**src/rtl/alu_rr_sequencer.sv**
```systemverilog
// rtl/alu_rr_sequencer.sv - round-robin sequencer sharing one registered ALU between two requesters
module alu_rr_sequencer #(
    parameter int OP_WIDTH = 16
) (
    input  logic                  CLK,
    input  logic                  RST,
    input  logic [1:0]            req_valid,
    output logic [1:0]            req_ready,
    input  logic [2*OP_WIDTH-1:0] req_a,
    input  logic [2*OP_WIDTH-1:0] req_b,
    input  logic [7:0]            req_fun,
    output logic [OP_WIDTH-1:0]   alu_a,
    output logic [OP_WIDTH-1:0]   alu_b,
    output logic [3:0]            alu_fun,
    input  logic [2*OP_WIDTH-1:0] alu_arith_out,
    input  logic                  alu_arith_flag,
    input  logic [OP_WIDTH-1:0]   alu_logic_out,
    input  logic                  alu_logic_flag,
    input  logic [OP_WIDTH-1:0]   alu_cmp_out,
    input  logic                  alu_cmp_flag,
    input  logic [OP_WIDTH-1:0]   alu_shift_out,
    input  logic                  alu_shift_flag,
    output logic                  rsp_valid,
    input  logic                  rsp_ready,
    output logic                  rsp_id,
    output logic [2*OP_WIDTH-1:0] rsp_data,
    output logic                  rsp_flag,
    output logic                  busy,
    output logic [15:0]           op_count
);

    typedef enum logic [1:0] {
        ST_IDLE  = 2'd0,
        ST_ISSUE = 2'd1,
        ST_WAIT  = 2'd2,
        ST_RESP  = 2'd3
    } state_t;

    state_t state;
    logic   rr_ptr;
    logic   owner;
    logic   winner;
    logic   accept;

    logic [2*OP_WIDTH-1:0] unit_data;
    logic                  unit_flag;

    // Winner is the priority requester if it is asking, otherwise the other one.
    always_comb begin
        winner    = req_valid[rr_ptr] ? rr_ptr : ~rr_ptr;
        req_ready = 2'b00;
        if (!RST && state == ST_IDLE && (|req_valid)) begin
            req_ready = winner ? 2'b10 : 2'b01;
        end
        accept = |(req_valid & req_ready);
        busy   = (state != ST_IDLE);
    end

    // Select the unit output addressed by alu_fun[3:2]; narrow units are zero-extended.
    always_comb begin
        unit_data = '0;
        unit_flag = 1'b0;
        case (alu_fun[3:2])
            2'b00: begin
                unit_data = alu_arith_out;
                unit_flag = alu_arith_flag;
            end
            2'b01: begin
                unit_data = {{OP_WIDTH{1'b0}}, alu_logic_out};
                unit_flag = alu_logic_flag;
            end
            2'b10: begin
                unit_data = {{OP_WIDTH{1'b0}}, alu_cmp_out};
                unit_flag = alu_cmp_flag;
            end
            default: begin
                unit_data = {{OP_WIDTH{1'b0}}, alu_shift_out};
                unit_flag = alu_shift_flag;
            end
        endcase
    end

    // Operation sequencer: accept, drive ALU, capture result, hold until consumed.
    always_ff @(posedge CLK) begin
        if (RST) begin
            state     <= ST_IDLE;
            rr_ptr    <= 1'b0;
            owner     <= 1'b0;
            alu_a     <= '0;
            alu_b     <= '0;
            alu_fun   <= '0;
            rsp_valid <= 1'b0;
            rsp_id    <= 1'b0;
            rsp_data  <= '0;
            rsp_flag  <= 1'b0;
            op_count  <= '0;
        end else begin
            case (state)
                ST_IDLE: begin
                    if (accept) begin
                        alu_a   <= winner ? req_a[2*OP_WIDTH-1:OP_WIDTH] : req_a[OP_WIDTH-1:0];
                        alu_b   <= winner ? req_b[2*OP_WIDTH-1:OP_WIDTH] : req_b[OP_WIDTH-1:0];
                        alu_fun <= winner ? req_fun[7:4] : req_fun[3:0];
                        owner   <= winner;
                        rr_ptr  <= ~winner;
                        state   <= ST_ISSUE;
                    end
                end
                ST_ISSUE: begin
                    state <= ST_WAIT;
                end
                ST_WAIT: begin
                    rsp_data  <= unit_data;
                    rsp_flag  <= unit_flag;
                    rsp_id    <= owner;
                    rsp_valid <= 1'b1;
                    state     <= ST_RESP;
                end
                default: begin
                    if (rsp_ready) begin
                        rsp_valid <= 1'b0;
                        op_count  <= op_count + 16'd1;
                        state     <= ST_IDLE;
                    end
                end
            endcase
        end
    end

endmodule

```
**config.mk**
```make
export PLATFORM = sky130hd
export DESIGN_NAME = alu_rr_sequencer
export DESIGN_NICKNAME = d
export VERILOG_FILES = /design/src/rtl/alu_rr_sequencer.sv
export SDC_FILE = /design/constraint.sdc
export NUM_CORES = 1
export LEC_CHECK = 0
export CORE_ASPECT_RATIO = 1.4
export CORE_UTILIZATION = 34
export CTS_BUF_LIST = sky130_fd_sc_hd__clkbuf_8
export CTS_CLUSTER_DIAMETER = 120
export DETAILED_ROUTE_END_ITERATION = 8
export PLACE_DENSITY = 0.78
export SYNTH_ARGS = -nofsm -noshare
export SYNTH_HDL_FRONTEND = slang
export SYNTH_SLANG_ARGS = --single-unit
```
**constraint.sdc**
```tcl
create_clock -name CLK -period 1.65 [get_ports CLK]
set_input_delay 0.33 -clock CLK [delete_from_list [all_inputs] [get_ports CLK]]
set_output_delay 0.33 -clock CLK [all_outputs]
set_load 0.1 [all_outputs]
```
# ---- After elaboration in Yosys (flattened, before gate mapping)
# Cells that the tools add are included.
# Widths: inputs -> output; s select.
dict set report totals {
  register_bits 91
  in_bits 161
  out_inout_bits 90
  wordCells 54
}
dict set report op_classes {
  n_addsub 1
  order_cmp 1
  n_eq_ne 5
  n_mux 15
  n_bitwise 5
  reduce_logical 16
}
# cell count
set op_table {}
lappend op_table {{$pmux 32 s3} 1}
lappend op_table {{$mux 16} 2}
lappend op_table {{$add 16x1->16 const B} 1}
lappend op_table {{$mux 2} 4}
lappend op_table {{$reduce_and 2->1} 4}
lappend op_table {{$pmux 2 s3} 1}
lappend op_table {{$reduce_or 2->1} 3}
lappend op_table {{$eq 2x1->1 const B} 2}
lappend op_table {{$eq 2x2->1 const B} 2}
lappend op_table {{$logic_not 2->1} 2}
lappend op_table {{$mux 1} 4}
lappend op_table {{$mux 4} 1}
lappend op_table {{$not 1->1} 4}
lappend op_table {{$reduce_bool 2->1} 2}
lappend op_table {{$reduce_bool 4->1} 1}
lappend op_table {{$pmux 1 s3} 1}
lappend op_table {{$reduce_or 3->1} 1}
lappend op_table {{$and 2x2->2} 1}
lappend op_table {{$logic_and 1x1->1} 2}
lappend op_table {{$lt 1x2->1 const B} 1}
lappend op_table {{$ne 2x2->1 const B} 1}
lappend op_table {{$pmux 1 s2} 1}
lappend op_table {{$logic_not 1->1} 1}

# ---- Depth between registers and ports, before layout
# Gate-level depths: netlist of run 1.
dict set report depth {
  ltp_word 9
  ltp_mapped 8
  ltp_nobuf 6
}

# ---- Worst setup path after synthesis of run 1
# Ideal clock, no wire load.
dict set report synth_timing {
  path_type {register -> register}
  start {register state[1]}
  end {register alu_a[10]}
  setup_ns 0.071
  arrival_ns 2.383
  path_slack_ns -0.804
  stages_incl_launch_ff 8
  path_buffers 1
  period_less_slack_ns 2.454
  cell_sequence {dfxtp_1 inv_1 ha_1 nor2b_1 and3_1 clkbuf_1 a222oi_1 nor2_1}
}
dict set report synth_via {
  elab_chain_cells 7
}
# item line
set synth_lines {}
lappend synth_lines {{start, declared} 39} ;# state_t state;
lappend synth_lines {{start signal, assigned} 86} ;# state <= ST_IDLE;
lappend synth_lines {{start signal, assigned} 106} ;# state <= ST_ISSUE;
lappend synth_lines {{start signal, assigned} 110} ;# state <= ST_WAIT;
lappend synth_lines {{$logic_not 2->1} 52} ;# if (!RST && state == ST_IDLE && (|req_valid)) begin
lappend synth_lines {{$logic_and 1x1->1 (2 in a row)} 52}
lappend synth_lines {{$mux 2} 52}
lappend synth_lines {{named net req_ready[0]} 8} ;# output logic [1:0] req_ready,
lappend synth_lines {{$and 2x2->2} 55} ;# accept = |(req_valid & req_ready);
lappend synth_lines {{$reduce_or 2->1} 55}
lappend synth_lines {{$reduce_and 2->1 (no source line)} n/a}
lappend synth_lines {{end signal, assigned} 101} ;# alu_a <= winner ? req_a[2*OP_WIDTH-1:OP_WIDTH] : req_a[OP_WIDTH-1:0];
lappend synth_lines {{end, declared} 12} ;# output logic [OP_WIDTH-1:0] alu_a,
# The timed path passes the listed nets, and every way through them passes these cells.
# A chain may end at the register's enable or synchronous reset.

# ---- Worst setup path in the final report of run 1
dict set report layout_timing {
  start {register state[0]}
  end {output req_ready[1]}
}
dict set report layout_via {
  elab_chain_cells 4
}
# item line
set layout_lines {}
lappend layout_lines {{$logic_not 2->1} 52}
lappend layout_lines {{$logic_and 1x1->1 (2 in a row)} 52}
lappend layout_lines {{$mux 2} 52}
lappend layout_lines {{end, declared} 8}
# No other way between the ends.

==> results_dict.tcl, run 1 <==
set metrics [dict create \
    nNetsFinal 834 \
    clockRootBuffer "clkbuf_8" \
    synthArstFlopShare_pct 0 \
    path_max_fanout 3 \
    grt_pass1_vias 4259 \
    synth_seq_cells 91 \
    dp_slack_ns -0.268 \
    seq_area_frac_synth_pct 45.8 \
    numPortBuffers 250 \
    final_max_slew_viol_count 0 \
    yosys_warnings 0 \
    crit_chain "inv_2, ha_4, nor2b_4, and3_4, buf_8, buf_12" \
    yosysUniqueCellTypes 36 \
    drc 0 \
    setup_ws_ns -0.219 \
    hold_path_class "input pin to register" \
    ant_nets 0 \
    syn_area_per_cell_um2 10.1 \
    die_x_um 93.4 \
    status "finished with violations" \
    antenna_found_initial 0 \
    cts_sinks 91 \
    clkSlewWorstSetupHoldPaths_ns 0.09 \
    grt_overflow 0 \
    ir_worst_vdd_mv 0.920 \
    power_density_nw_per_um2 1310 \
    clockBufferDepth 2 \
    dp_cells 782 \
    start_kind "register" \
    grt_pass1_wl_um 21100 \
    period_needed_ns 1.87 \
    violations "negative setup slack" \
    die-area_um2 12100 \
    multiInputGateArea_um2 2060 \
    max_clock_freq_mhz 535 \
    syn_nets 560 \
    drt_iter0_markers 312 \
    drive_gt1_share_pct 30.8 \
    cp_top_family "simple AND/OR/NAND/NOR gates" \
    wire_per_inst_um 18.6 \
    place.gp.congestion 0.822 \
    finClkSkew_ns 0.0101 \
    final_area_um2 8180 \
    synth_flop_cell "dfxtp_1" \
    p_leak_nw 3.11 \
    synth_edf_count 0 \
    cp_slowest_cell "dfxtp_2" \
    worst_setup_path_end_kind "output pin" \
    worst_slew_pin_slew_ns 0.457 \
    diodes 0 \
    core_um2 11300 \
    synth.area.top_cells "dfxtp_1 46%, mux4_2 9.6%, a222oi_1 8.8%" \
    htree_num_levels 3 \
    vias_per_cell 5.30 \
    grt_util_all_layers_pct 22.6 \
    dr.pass1.iters 5 \
    crit_arrival_ns 1.54 \
    clock_latency_ns 0.35 \
    final_cells 817 \
    regArea_um2 1870 \
    setup_viol 31 \
    required_ns 1.32 \
    vias 4332 \
    dp_hpwl_um 10700 \
    wirelength_um 15200 \
    rsz0062_at_grt "yes" \
    grt_max_degree 43 \
    synth_most_common_cell "dfxtp_1" \
    die_y_um 130 \
    synth_top_area_share_pct 45.8 \
    num_io_pins 251 \
    cap_violations 0 \
    slowest_delay_ns 0.33 \
    netlist_area_um2 3980 \
    cts_hold_buf 0 \
    synth_common_cells "91 x dfxtp_1, 84 x nor2_1, 35 x a222oi_1" \
    initial_utilization_pct 35.1 \
    worstSetupPathType "register to output pin" \
    yosys.area.top_type "dfxtp_1" \
    max-slew-margin-rel_pct 69.5 \
    placed_area_um2 7700 \
    cts_tree "done" \
    min_period_over_period_pct 113 \
    nFillCells 757 \
    cts_buffers 9 \
    syn_to_final_growth_pct 106 \
    hold_violations 0 \
    fp-row-count 46 \
    synthCells 394 \
    cp_num_buf_inv 3 \
]
[kinds of logic (layout without fill, tap and decap cells)]
logic type / after synthesis / count (layout) / synth area share (%)
adder cells (fa/ha/maj): 5 / 5 / 1.57
AND/OR/NAND/NOR: 147 / 147 / 17.6
multiplexers: 37 / 37 / 14.7
flip-flops: 91 / 91 / 45.8
AO/OA/AOI/OAI: 69 / 69 / 13.5
XOR/XNOR: 9 / 9 / 1.98
buffers and inverters: 36 / 315 / 4.78
[path summary, 6_finish.rpt]
kind         slack, ns                   from                endpoint  cells past startpoint
min               0.37                    RST  alu_a[11]$_SDFFE_PP0P_                      3
max reg2reg      -0.14  state[0]$_SDFFE_PP0P_  alu_a[15]$_SDFFE_PP0P_                      9
min reg2reg       0.51    rr_ptr$_SDFFE_PP0P_     rr_ptr$_SDFFE_PP0P_                      1
max              -0.22  state[0]$_SDFFE_PP0P_            req_ready[1]                      6
[area by class of cell]
cell class | count | area share (%)
Sequential cell | 91 | 22.9
Inverter | 5 | 0.275
Multi-Input combinational cell | 267 | 25.1
Tap cell | 144 | 2.20
Timing Repair Buffer | 294 | 47.3
Clock inverter | 7 | 0.688
Clock buffer | 9 | 1.51
[what timing repair did]
| action | CTS | global route |
|---|---|---|
| setup endpoints to repair | 4 | 47 |
| pin swaps | 8 | 34 |
| setup buffers | 9 | 7 |
| gates cloned | 0 | 5 |
| resized for setup | 12 | 8 |
[flip-flops by register name, summed over array words and instances, names as in the netlist]
signal / flops
rsp_valid: 1
state: 2
alu_b: 16
rr_ptr: 1
alu_fun: 4
rsp_data: 32
alu_a: 16
op_count: 16
rsp_id: 1
rsp_flag: 1
owner: 1
[worst min-delay path, delay by kind of cell]
family	cells	cell delay, ns
buf+inv	2	0.31
simple gates	1	0.05
[per-layer routing]
layer  track usage [%]  up-vias  part of all wire [%]
li1                  -     2005                     -
met1              22.1     2082                    33
met2              44.1      229                    57
met3              6.93       16                   8.4
met4              7.69        0                   1.4
met5                 0        -                     0
[layout by cell type (no fill, tap or decap), types with 3 or more instances in the layout]
cell type,count
clkdlybuf4s50_1,159
buf_12,94
nor2_1,84
dfxtp_1,73
a222oi_1,35
buf_4,29
a21oi_1,21
nor2b_1,19
mux2i_1,18
mux4_2,17
nand2_1,13
dfxtp_4,12
clkbuf_8,9
xnor2_1,7
inv_1,7
buf_6,6
dfxtp_2,6
nand4_1,5
or3_4,4
nor3_1,4
o21ai_0,3
nor4_1,3
a21o_1,3
ha_4,3
clkbuf_16,3
[through the flow]
step	util, %	total power (W)	setup TNS [ns]	hold slack, ns
after floorplan	-	0.00651	-0.528	0.426
after global placement	67.9	0.00879	-5.11	0.434
after detailed placement	67.9	0.00893	-7.15	0.447
after CTS	70.6	0.0105	-0.485	0.357
after global routing	72.2	0.0111	-5.44	0.383
final	72.2	0.0107	-3.53	0.374
[where the power goes]
| group | total (W) | leakage, nW | internal (W) | switching, W |
|---|---|---|---|---|
| clock | 0.00143 | 0.106 | 0.000675 | 0.000752 |
| sequential | 0.00293 | 0.752 | 0.00253 | 0.000402 |
| combinational | 0.00639 | 2.26 | 0.00272 | 0.00367 |
(Power assumes the default switching activity.)
==> run 2, diff against run 1 <==
CORE_MARGIN = 2   (was not set)
CTS_CLUSTER_DIAMETER = not set   (was 120)
clock period = 1.5 ns   (was 1.65 ns; I/O delays follow)
==> results_dict.tcl, run 2 (synthesized netlist as in run 1, its figures left out) <==
set metrics [dict create \
    cts_hold_buf 0 \
    place.gp.congestion 0.798 \
    required_ns 1.73 \
    start_kind "register" \
    setup_ws_ns -0.269 \
    cts_buffers 9 \
    hold_violations 0 \
    max-slew-margin-rel_pct 60.2 \
    cp_top_family "buffers and inverters" \
    finClkSkew_ns 0.0150 \
    final_area_um2 8370 \
    period_needed_ns 1.77 \
    max_flop_register "rsp_data" \
    numPortBuffers 250 \
    clkPwrFrac_pct 12.8 \
    status "finished with violations" \
    cap_violations 0 \
    p_switching_w 0.00543 \
    cp_slowest_cell "dfxtp_2" \
    clkSlewWorstSetupHoldPaths_ns 0.09 \
    pwr-share-comb_pct 60.5 \
    setup_viol 54 \
    seqPwrFrac_pct 26.6 \
    cp_num_buf_inv 3 \
    wirelength_um 15800 \
    syn_to_final_growth_pct 110 \
    internal_power_w 0.00653 \
    crit_chain "inv_2, ha_4, nor2b_4, and3_4, buf_4, bufbuf_16, a222oi_1, nor2_1" \
    cts_sinks 91 \
    grt_max_degree 57 \
    grt_overflow 0 \
    grt_pass1_wl_um 23500 \
    wire_per_inst_um 19.2 \
    antenna_found_initial 0 \
    slowest_delay_ns 0.35 \
    htree_num_levels 3 \
    rsz0062_at_grt "yes" \
    cts_tree "done" \
    largest_reg_flops 32 \
    clock_latency_ns 0.36 \
    path_max_fanout 6 \
    nFillCells 741 \
    die_x_um 95.4 \
    max_clock_freq_mhz 565 \
    worstSetupPathType "register to register" \
    clockBufferDepth 2 \
    clockRootBuffer "clkbuf_8" \
    num_io_pins 251 \
    p_leak_nw 3.22 \
    dp_hpwl_um 11200 \
    drive_gt1_share_pct 34.4 \
    final_common_cell "clkdlybuf4s50_1" \
    die-area_um2 12600 \
    initial_utilization_pct 34.9 \
    nNetsFinal 837 \
    dr.pass1.iters 6 \
    drt_iter0_markers 300 \
    worst_slew_pin_slew_ns 0.597 \
    worst_setup_path_end_kind "register" \
    fp-row-count 46 \
    ant_nets 0 \
    diodes 0 \
    power_density_nw_per_um2 1430 \
    vias_per_cell 5.29 \
    grt_pass1_vias 4667 \
    grt_util_all_layers_pct 23.9 \
    ir_worst_vdd_mv 0.855 \
    p_sw_share_pct 45.4 \
    vias 4331 \
    min_period_over_period_pct 118 \
    hold_path_class "register to register" \
    core_um2 11400 \
    drc 0 \
    die_y_um 132 \
    placed_area_um2 7720 \
    crit_arrival_ns 2.00 \
    final_cell_mix "159 x clkdlybuf4s50_1, 95 x buf_12, 84 x nor2_1" \
    final_max_slew_viol_count 0 \
    utilization_pct 73.4 \
    violations "negative setup slack" \
]
## run 2: metal layers
metal  global-route usage (%)  wire length, um  vias to the layer above  part of all wire (%)
met2                     44.8             8760                      224                    56
met4                     7.78              357                        0                   2.3
li1                         -                -                     2001                     -
met1                     24.2             5160                     2080                    33
met3                     7.89             1480                       26                   9.4
met5                        0                0                        -                     0
## run 2: worst paths after layout
path / start / end / slack [ns] / cells past startpoint
min reg2reg: owner$_SDFFE_PP0P_ / owner$_SDFFE_PP0P_ / 0.47 / 1
min: owner$_SDFFE_PP0P_ / owner$_SDFFE_PP0P_ / 0.47 / 1
max: state[0]$_SDFFE_PP0P_ / alu_a[14]$_SDFFE_PP0P_ / -0.27 / 8
max reg2reg: state[0]$_SDFFE_PP0P_ / alu_a[14]$_SDFFE_PP0P_ / -0.27 / 8
## run 2: timing repair
action	CTS	global route
endpoints found under the hold margin	0	0
pin swaps	6	16
endpoints found under the setup margin	83	84
setup buffers	12	5
gates resized for setup	12	32
cloned	2	2
## run 2: per-stage QoR
step	setup TNS, ns	setup slack (ns)	power, W	instances	hold WS, ns
floorplan	-4.71	-0.293	0.00723	394	0.399
global placement	-13.29	-0.331	0.00969	783	0.452
detailed placement	-16.79	-0.366	0.00985	783	0.461
CTS	-7.71	-0.289	0.0117	812	0.461
global route	-12.33	-0.342	0.0124	819	0.513
finish	-7.67	-0.269	0.0120	819	0.473
## run 2: power by group through the flow
| stage | Clock, W | Sequential (W) | Combinational, W |
|---|---|---|---|
| 2_1_floorplan | 0 | 0.00532 | 0.00192 |
| 3_3_place_gp | 0 | 0.00326 | 0.00643 |
| 3_5_place_dp | 0 | 0.00329 | 0.00656 |
| 4_1_cts | 0.00157 | 0.00318 | 0.00692 |
| 5_1_grt | 0.00167 | 0.00322 | 0.00752 |
| 6_report | 0.00153 | 0.00319 | 0.00724 |
## run 2: cell type report
cell class	instances	area (um^2)	share of cell area [%]
multi-input combinational	268	2200	26.3
inverter	5	22.5	0.269
timing repair buffer	296	3910	46.7
sequential	91	1880	22.4
tap	144	180	2.15
clock inverter	4	25.0	0.299
clock buffer	11	151	1.81
==> run 3, diff against run 2 <==
SKIP_CTS_REPAIR_TIMING = 1   (was not set)
==> results_dict.tcl, run 3 (synthesized netlist as in run 1, its figures left out) <==
set metrics [dict create \
    status "finished with violations" \
    violations "negative setup slack" \
    core_um2 11400 \
    ir_worst_vdd_mv 0.858 \
    p_sw_share_pct 45.4 \
    crit_arrival_ns 1.51 \
    top_layer_used "met4" \
    r2r_end "op_count[12]$_SDFFE_PP0P_" \
    reg2regPathDepth 7 \
    drc 0 \
    grt_pass1_vias 4518 \
    rrSetupSlack_ns -0.24 \
    syn_to_final_growth_pct 111 \
    clkPwrFrac_pct 12.8 \
    multiInputGateArea_um2 2200 \
    clockBufferDepth 2 \
    min_path_cells 3 \
    max-slew-margin-rel_pct 60.9 \
    power_density_nw_per_um2 1420 \
    finClkSkew_ns 0.0200 \
    hold_violations 0 \
    cts_tree "done" \
    largest_reg_flops 32 \
    final_cell_mix "159 x clkdlybuf4s50_1, 94 x buf_12, 84 x nor2_1" \
    dp_hpwl_um 11200 \
    nFillCells 747 \
    internal_power_w 0.00654 \
    start_kind "register" \
    cts_sinks 91 \
    worst_slew_pin_slew_ns 0.587 \
    reg2reg_from "state[0]$_SDFFE_PP0P_" \
    drive_gt1_share_pct 34.2 \
    drt_iter0_markers 313 \
    worst_setup_path_end_kind "output pin" \
    htree_num_levels 3 \
    clockRootBuffer "clkbuf_8" \
    path_max_fanout 4 \
    clkSlewWorstSetupHoldPaths_ns 0.09 \
    initial_utilization_pct 34.9 \
    period_needed_ns 1.81 \
    grt_pass1_wl_um 22200 \
    numPortBuffers 250 \
    regArea_um2 1880 \
    num_io_pins 251 \
    whs_ns 0.479 \
    p_leak_nw 3.25 \
    die_x_um 95.4 \
    place.gp.congestion 0.798 \
    setup_ws_ns -0.307 \
    cap_violations 0 \
    pwr-share-comb_pct 60.6 \
    grt_max_degree 57 \
    wirelength_um 16200 \
    required_ns 1.20 \
    final_max_slew_viol_count 0 \
    vias 4400 \
    clock_latency_ns 0.37 \
    max_clock_freq_mhz 553 \
    worstSetupPathType "register to output pin" \
    seqPwrFrac_pct 26.6 \
    wire_per_inst_um 19.6 \
    vias_per_cell 5.31 \
    final_common_cell "clkdlybuf4s50_1" \
    hold_path_class "input pin to register" \
    ant_nets 0 \
    routed-wl-met2_um 9200 \
    setup_viol 50 \
    cts_buffers 9 \
    utilization_pct 73.7 \
    antenna_found_initial 0 \
    grt_util_all_layers_pct 22.5 \
    p_switching_w 0.00543 \
    min_period_over_period_pct 120 \
    die-area_um2 12600 \
    dp_slack_ns -0.366 \
    max_flop_register "rsp_data" \
    crit_start "state[1]$_SDFFE_PP0P_" \
    crit_end "req_ready[0]" \
    rsz0062_at_grt "yes" \
    nNetsFinal 846 \
    dr.pass1.iters 7 \
    grt_overflow 0 \
    wl_met3_um 1450 \
    fp-row-count 46 \
    die_y_um 132 \
    total_power_w 0.0120 \
    wl_met1_um 5250 \
    diodes 0 \
]
## run 3: cell types whose count changed in the layout (fill, tap and decap cells not counted), moves of 2 or more
cell / before / now
buf_4: 29 / 31
a21oi_1: 9 / 14
and3_4: 3 / 5
a21oi_2: 14 / 9
buf_6: 6 / 12
## run 3: critical path, stage by stage (launching register included)
cell	delay, ns
dfxtp_2	0.34
inv_2	0.08
ha_4	0.15
nor2b_4	0.17
and3_4	0.23
buf_12	0.18
## run 3: worst min path at each step
stage,from,end,slack [ns]
after global routing,req_b[16],alu_b[0]$_SDFFE_PP0P_,0.51
after global placement,owner$_SDFFE_PP0P_,owner$_SDFFE_PP0P_,0.45
after detailed placement,owner$_SDFFE_PP0P_,owner$_SDFFE_PP0P_,0.46
after floorplan,req_b[16],alu_b[0]$_SDFFE_PP0P_,0.40
final,req_b[16],alu_b[0]$_SDFFE_PP0P_,0.48
after CTS,req_b[16],alu_b[0]$_SDFFE_PP0P_,0.46
## run 3: power groups by stage
stage	Clock, W	Combinational (W)	Sequential (W)
floorplan	0	0.00192	0.00532
global placement	0	0.00643	0.00326
detailed placement	0	0.00656	0.00329
CTS	0.00157	0.00657	0.00324
global route	0.00166	0.00754	0.00322
finish	0.00153	0.00725	0.00318
## run 3: metal layers
metal,track usage (%),vias up
met4,7.54,0
li1,-,2021
met2,42.5,214
met3,7.03,27
met1,22.6,2138
met5,0,-
## run 3: area by class of cell
| class | instances | area share, % |
|---|---|---|
| timing repair buffer | 302 | 47.0 |
| sequential | 91 | 22.3 |
| clock inverter | 4 | 0.298 |
| tap | 144 | 2.14 |
| multi-input combinational | 271 | 26.1 |
| clock buffer | 11 | 1.80 |
| inverter | 5 | 0.268 |
## run 3: stage by stage
| step | instances | setup TNS, ns | area, um^2 |
|---|---|---|---|
| after floorplan | 394 | -4.71 | 4200 |
| final | 828 | -6.77 | 8400 |
| after detailed placement | 783 | -16.79 | 7720 |
| after global routing | 828 | -10.63 | 8400 |
| after global placement | 783 | -13.29 | 7720 |
| after CTS | 798 | -8.66 | 7900 |
